**config.mk**
```make
export PLATFORM = sky130hd
export DESIGN_NAME = wb_queue
export DESIGN_NICKNAME = d
export VERILOG_FILES = /design/src/rtl/wb_queue.sv
export SDC_FILE = /design/constraint.sdc
export NUM_CORES = 1
export LEC_CHECK = 0
export CAP_MARGIN = 5
export CORE_MARGIN = 2
export CORE_UTILIZATION = 30
export CTS_BUF_LIST = sky130_fd_sc_hd__clkbuf_4
export DETAILED_ROUTE_END_ITERATION = 6
export PLACE_DENSITY = 0.58
export SLEW_MARGIN = 15
export SYNTH_ARGS = -nofsm -noshare
export SYNTH_HDL_FRONTEND = slang
export SYNTH_SLANG_ARGS = --single-unit
```
**constraint.sdc**
```tcl
create_clock -name clk -period 6.21 [get_ports clk]
set_input_delay 0.621 -clock clk [delete_from_list [all_inputs] [get_ports clk]]
set_output_delay 0.621 -clock clk [all_outputs]
set_load 0.005 [all_outputs]
```
**src/rtl/wb_queue.sv**
```systemverilog
// Writeback queue: merges ALU and load results into one in-order FIFO that feeds
// the register file write port, with a pending-register mask and youngest-value bypass.
module wb_queue #(
    parameter int DATA_W = 32,
    parameter int ADDR_W = 4,
    parameter int DEPTH  = 4
) (
    input  logic                    clk,
    input  logic                    rst_n,
    input  logic                    alu_valid,
    output logic                    alu_ready,
    input  logic [ADDR_W-1:0]       alu_rd,
    input  logic [DATA_W-1:0]       alu_data,
    input  logic                    ld_valid,
    output logic                    ld_ready,
    input  logic [ADDR_W-1:0]       ld_rd,
    input  logic [DATA_W-1:0]       ld_data,
    output logic                    w_en,
    output logic [ADDR_W-1:0]       reg_d,
    output logic [DATA_W-1:0]       w_data,
    output logic [(2**ADDR_W)-1:0]  pending_mask,
    input  logic [ADDR_W-1:0]       byp_reg,
    output logic                    byp_hit,
    output logic [DATA_W-1:0]       byp_data
);

    localparam int PTR_W = $clog2(DEPTH);
    localparam int CNT_W = PTR_W + 1;

    logic [ADDR_W-1:0] rd_mem_q   [DEPTH];
    logic [DATA_W-1:0] data_mem_q [DEPTH];

    logic [PTR_W-1:0]  wptr_q, wptr_d;
    logic [PTR_W-1:0]  rptr_q, rptr_d;
    logic [PTR_W-1:0]  ld_wptr;
    logic [CNT_W-1:0]  count_q, count_d;

    logic              w_en_q;
    logic [ADDR_W-1:0] reg_d_q;
    logic [DATA_W-1:0] w_data_q;

    logic              alu_push;
    logic              ld_push;
    logic              pop;

    // The load side stops one slot early so that a dual push can never overflow.
    assign alu_ready = (count_q <= CNT_W'(DEPTH - 1));
    assign ld_ready  = (count_q <= CNT_W'(DEPTH - 2));
    assign alu_push  = alu_valid & alu_ready;
    assign ld_push   = ld_valid & ld_ready;
    assign pop       = (count_q != '0);

    always_comb begin
        ld_wptr = wptr_q + PTR_W'(alu_push);
        wptr_d  = wptr_q + PTR_W'(alu_push) + PTR_W'(ld_push);
        rptr_d  = rptr_q + PTR_W'(pop);
        count_d = count_q + CNT_W'(alu_push) + CNT_W'(ld_push) - CNT_W'(pop);
    end

    // Storage is not reset; only slots covered by count are ever considered valid.
    always_ff @(posedge clk) begin
        if (alu_push) begin
            rd_mem_q[wptr_q]   <= alu_rd;
            data_mem_q[wptr_q] <= alu_data;
        end
        if (ld_push) begin
            rd_mem_q[ld_wptr]   <= ld_rd;
            data_mem_q[ld_wptr] <= ld_data;
        end
    end

    always_ff @(posedge clk or negedge rst_n) begin
        if (!rst_n) begin
            wptr_q  <= '0;
            rptr_q  <= '0;
            count_q <= '0;
        end else begin
            wptr_q  <= wptr_d;
            rptr_q  <= rptr_d;
            count_q <= count_d;
        end
    end

    always_ff @(posedge clk or negedge rst_n) begin
        if (!rst_n) begin
            w_en_q   <= 1'b0;
            reg_d_q  <= '0;
            w_data_q <= '0;
        end else if (pop) begin
            w_en_q   <= 1'b1;
            reg_d_q  <= rd_mem_q[rptr_q];
            w_data_q <= data_mem_q[rptr_q];
        end else begin
            w_en_q   <= 1'b0;
        end
    end

    assign w_en   = w_en_q;
    assign reg_d  = reg_d_q;
    assign w_data = w_data_q;

    // Walk oldest to youngest after the output stage so later matches override earlier ones.
    always_comb begin
        logic [PTR_W-1:0] idx;
        idx          = rptr_q;
        pending_mask = '0;
        byp_hit      = 1'b0;
        byp_data     = '0;
        if (w_en_q) begin
            pending_mask[reg_d_q] = 1'b1;
            if (reg_d_q == byp_reg) begin
                byp_hit  = 1'b1;
                byp_data = w_data_q;
            end
        end
        for (int i = 0; i < DEPTH; i++) begin
            idx = rptr_q + PTR_W'(i);
            if (CNT_W'(i) < count_q) begin
                pending_mask[rd_mem_q[idx]] = 1'b1;
                if (rd_mem_q[idx] == byp_reg) begin
                    byp_hit  = 1'b1;
                    byp_data = data_mem_q[idx];
                end
            end
        end
    end

endmodule

```
==> metrics.md <==
| Metric | Value |
|---|---|
| Sum of overflow across all layers after global routing | `0` |
| CTS Hold Bufs | `0` |
| Relative contribution of combinational cells to total power | `63.8%` |
| Proportion of synthesized flip-flops having asynchronous set or reset | `a little under a quarter` |
| Post-CTS clock slew at the launch and capture registers of the worst setup and hold paths | `0.17 ns` |
| Final wirelength | `41.46 mm` |
| TritonCTS buffer count | `17` |
| Peak supply drop | `0.2448 mV` |
| Net switching share of the total power | `between 40% and 50%` |
| Yosys synthesis warning count | `0` |
| Setup slack of the worst register-to-register path | `2.39 ns` |
| Net switching power | `about 3.7 mW` |
| Crit path arrival time | `between 4 and 5 ns` |
| Starting density of the core | `30.38%` |
| Final Skew | `0.03493 ns` |
| Number of input and output port buffers inserted | `167` |
| Total design power | `8.247 mW` |
| Count of maximum capacitance violations | `0` |
| Synthesis-stage register bit count | `188` |
| Sinks on Clock Net | `between 150 and 200` |
| Routed len/inst | `21.84 um` |
| Fraction of layout cells with a size suffix above 1 | `20.46%` |
| Antenna violations before repair | `5` |
| Largest net degree at the start of global routing | `81` |
| Wire length on met3 | `2.040 mm` |
| Most common cell after layout, fill and taps aside | `sky130_fd_sc_hd__clkdlybuf4s50_1` |
| Setup violation total in the final timing report | `0` |
| Outcome | `finished, final reports clean` |
| Rel. slew slack | `34.41%` |
| End of the worst register-to-register path | `data_mem_q[2][6]` |
| Kind of start point of the critical path | `register` |
| Vias after detailed routing | `10240` |
| Gates resized, CTS repair | `0` |
| Detailed-route vias per instance | `5.396` |
| Post-synthesis cell type count | `47` |
| Required time at the endpoint of the critical path | `5.59 ns` |
| Wire length on met1 | `18.58 mm` |
| Pwr Density | `531.3 nW/um^2` |
| Clock root cell | `sky130_fd_sc_hd__clkbuf_4` |
| Max-slew violations | `0` |
| Reg-to-Reg Start | `count_q[2]` |
| Sequential share of the synthesized area | `41.55%` |
| Vias in the first global route | `approximately 10000` |
| Clock period minus worst slack | `between 5 and 6 ns` |
| Area growth syn-to-layout | `18.90%` |
| Die extent in y | `approximately 210 um` |
| Num ports | `168` |
| Met2 Wirelength | `20.04 mm` |
| Clock power share | `about 7.5%` |
| Pre-antenna DRT Iters | `5` |
| Cell area after synthesis | `13060 um^2` |
| Max Clock Freq | `0.1821 GHz` |
| Leak | `5.793 nW` |
| DIE WIDTH | `212.6 um` |
| Global-route wire length before repair | `61.54 mm` |
| Final design area excluding fillers | `15520 um^2` |
| Maximum buffer depth of the clock tree | `2` |
| Worst setup path category | `register to output port` |
| Post-synth EDFFs | `144` |
| Worst Setup End Kind | `output port` |
| Drt drc | `0` |
| Total placed cells including tap cells | `1863` |
| Clock tree from TritonCTS | `built` |
| Clk Latency, worst-skew pair | `0.61 ns` |
| Nets | `~1400` |
| Final core utilization | `36.12%` |
| Residual antenna-violating net count after detailed routing | `0` |
| Maximum fanout along the worst path | `just over 60` |
| Unrepaired setup endpoints after global routing | `no` |
| Highest metal layer with signal wires | `met4` |
| Commonest non-fill, non-tap cells in the layout | `166 x sky130_fd_sc_hd__clkdlybuf4s50_1, 161 x sky130_fd_sc_hd__mux2i_1, 157 x sky130_fd_sc_hd__mux2_2` |
| Sequential share of power | `28.7%` |
| Post CTS Setup Buffer Count | `0` |
| Synth Area per Inst | `11.05 um^2` |
| DRC marker count from the first detailed-route iteration | `~1000` |
| Num rows | `76` |
| Post-synthesis cell count | `~1200` |
| Depth of the worst register-to-register path | `9` |
| Worst Tran Pin Value | `about 0.98 ns` |
| Gpl congestion | `0.8612` |
| Class of the tightest hold or removal check | `input port to asynchronous set/reset pin` |
| Placed wire-length estimate after detailed placement | `26.98 mm` |
| Final critical-path share of the clock period | `between 80% and 90%` |
| Leading register cell type out of synthesis | `sky130_fd_sc_hd__edfxtp_1` |
| Post-Synthesis Net Count | `~1300` |
| Final-layout setup total negative slack | `0 ns` |
| Int Power | `4.528 mW` |
| Hold Fails Final Rpt | `0` |
| Area of the placeable core | `roughly 43000 um^2` |
| Number of standard cells in the layout, taps in and fillers out | `1898` |
| Placed Area | `approximately 15000 um^2` |
| H-tree lvl count | `4` |
| Total track usage | `a little under a fifth` |
| Total die area | `45210 um^2` |
==> worst max-delay path, stage by stage (launching register included) <==
cell and delay, ns:
sky130_fd_sc_hd__dfrtp_4 0.97, sky130_fd_sc_hd__mux4_1 0.75, sky130_fd_sc_hd__xor2_1 0.20, sky130_fd_sc_hd__nor4_2 0.45
sky130_fd_sc_hd__and2_2 0.75, sky130_fd_sc_hd__a221oi_1 0.22, sky130_fd_sc_hd__o31ai_1 0.35, sky130_fd_sc_hd__clkdlybuf4s50_1 0.58
==> through the flow <==
stage                     hold slack, ns  worst slack, ns
after detailed placement          0.4844            1.409
after global routing              0.1300           0.4194
final                             0.1621           0.7185
after global placement            0.4755            1.339
after CTS                         0.1440           0.6365
after floorplan                   0.3254            2.310
==> layout make-up <==
type	count	area (um^2)
diodes	3	7.507
clock buffers	21	157.7
clock inverters	11	73.82
fillers	4272	27460
inverters	12	45.04
multi-input cells	887	7224
flip-flops and latches	188	5433
well taps	585	732.0
repair buffers	191	1851
==> cells in the mapped netlist (3+ instances only) <==
library cell | n | area share (%)
sky130_fd_sc_hd__a221oi_1 | 32 | 2.1
sky130_fd_sc_hd__buf_6 | 4 | 0.34
sky130_fd_sc_hd__xnor2_1 | 13 | 0.87
sky130_fd_sc_hd__buf_1 | 10 | 0.29
sky130_fd_sc_hd__o31ai_1 | 12 | 0.69
sky130_fd_sc_hd__nor2_1 | 82 | 2.4
sky130_fd_sc_hd__a211oi_1 | 32 | 1.8
sky130_fd_sc_hd__nand2_1 | 156 | 4.5
sky130_fd_sc_hd__and3_1 | 3 | 0.14
sky130_fd_sc_hd__edfxtp_1 | 144 | 33
sky130_fd_sc_hd__and2_1 | 6 | 0.29
sky130_fd_sc_hd__buf_2 | 43 | 1.6
sky130_fd_sc_hd__nand3_1 | 19 | 0.73
sky130_fd_sc_hd__mux4_2 | 14 | 2.4
sky130_fd_sc_hd__a31oi_1 | 32 | 1.5
sky130_fd_sc_hd__a22oi_1 | 26 | 1.5
sky130_fd_sc_hd__mux2_1 | 26 | 2.2
sky130_fd_sc_hd__nor2b_1 | 9 | 0.43
sky130_fd_sc_hd__a21oi_1 | 4 | 0.15
sky130_fd_sc_hd__buf_4 | 5 | 0.29
sky130_fd_sc_hd__o21ai_0 | 35 | 1.3
sky130_fd_sc_hd__xor2_1 | 11 | 0.74
sky130_fd_sc_hd__clkbuf_1 | 33 | 0.95
sky130_fd_sc_hd__mux2_2 | 157 | 14
sky130_fd_sc_hd__inv_1 | 10 | 0.29
sky130_fd_sc_hd__ha_1 | 6 | 0.57
sky130_fd_sc_hd__o31ai_2 | 21 | 2.0
sky130_fd_sc_hd__a32oi_1 | 4 | 0.27
sky130_fd_sc_hd__dfrtp_1 | 44 | 8.4
sky130_fd_sc_hd__nor3_1 | 5 | 0.19
sky130_fd_sc_hd__mux2i_1 | 161 | 12
==> metal layers <==
metal / GRT usage (%) / vias up
met1: 24.31 / 5191
met3: 2.821 / 37
met2: 30.83 / 304
li1: - / 4709
met5: 0 / -
met4: 4.485 / 0
==> how the worst max path moves through the flow <==
stage / slack [ns] / depth (start not counted) / start / to
after floorplan: 2.31 / 2 / alu_valid / data_mem_q[0][0]
after global placement: 1.34 / 7 / rptr_q[1] / byp_data[7]
after detailed placement: 1.41 / 8 / rptr_q[0] / byp_data[31]
after CTS: 0.64 / 8 / rptr_q[0] / byp_data[31]
after global routing: 0.42 / 8 / rptr_q[0] / byp_data[31]
final: 0.72 / 7 / rptr_q[0] / byp_data[30]
==> cell families (layout without fill, tap and decap cells) <==
family	Yosys count	after routing	synth area share, %
AND/OR/NAND/NOR	293	293	9.420
XOR/XNOR	24	24	1.610
other	0	3	0
AO/OA/AOI/OAI	202	202	11.73
multiplexers	360	360	30.94
flip-flops	188	188	41.55
buffers and inverters	107	235	3.862
adder cells (fa/ha/maj)	8	8	0.8816
==> flip-flops by register name (all words and copies together), names as in the netlist <==
register	cells
count_q	3
wptr_q	2
w_en	1
w_data	32
reg_d	4
rptr_q	2
rd_mem_q	16
data_mem_q	128
==> power groups by stage <==
stage | Sequential, mW | Clock, mW | Combinational [mW]
2_1_floorplan | 2.17 | 0 | 3.41
3_3_place_gp | 2.37 | 0 | 5.22
3_5_place_dp | 2.39 | 0 | 5.26
4_1_cts | 2.36 | 0.645 | 5.28
5_1_grt | 2.43 | 0.696 | 5.70
6_report | 2.36 | 0.620 | 5.26
(Power assumes the default switching activity.)
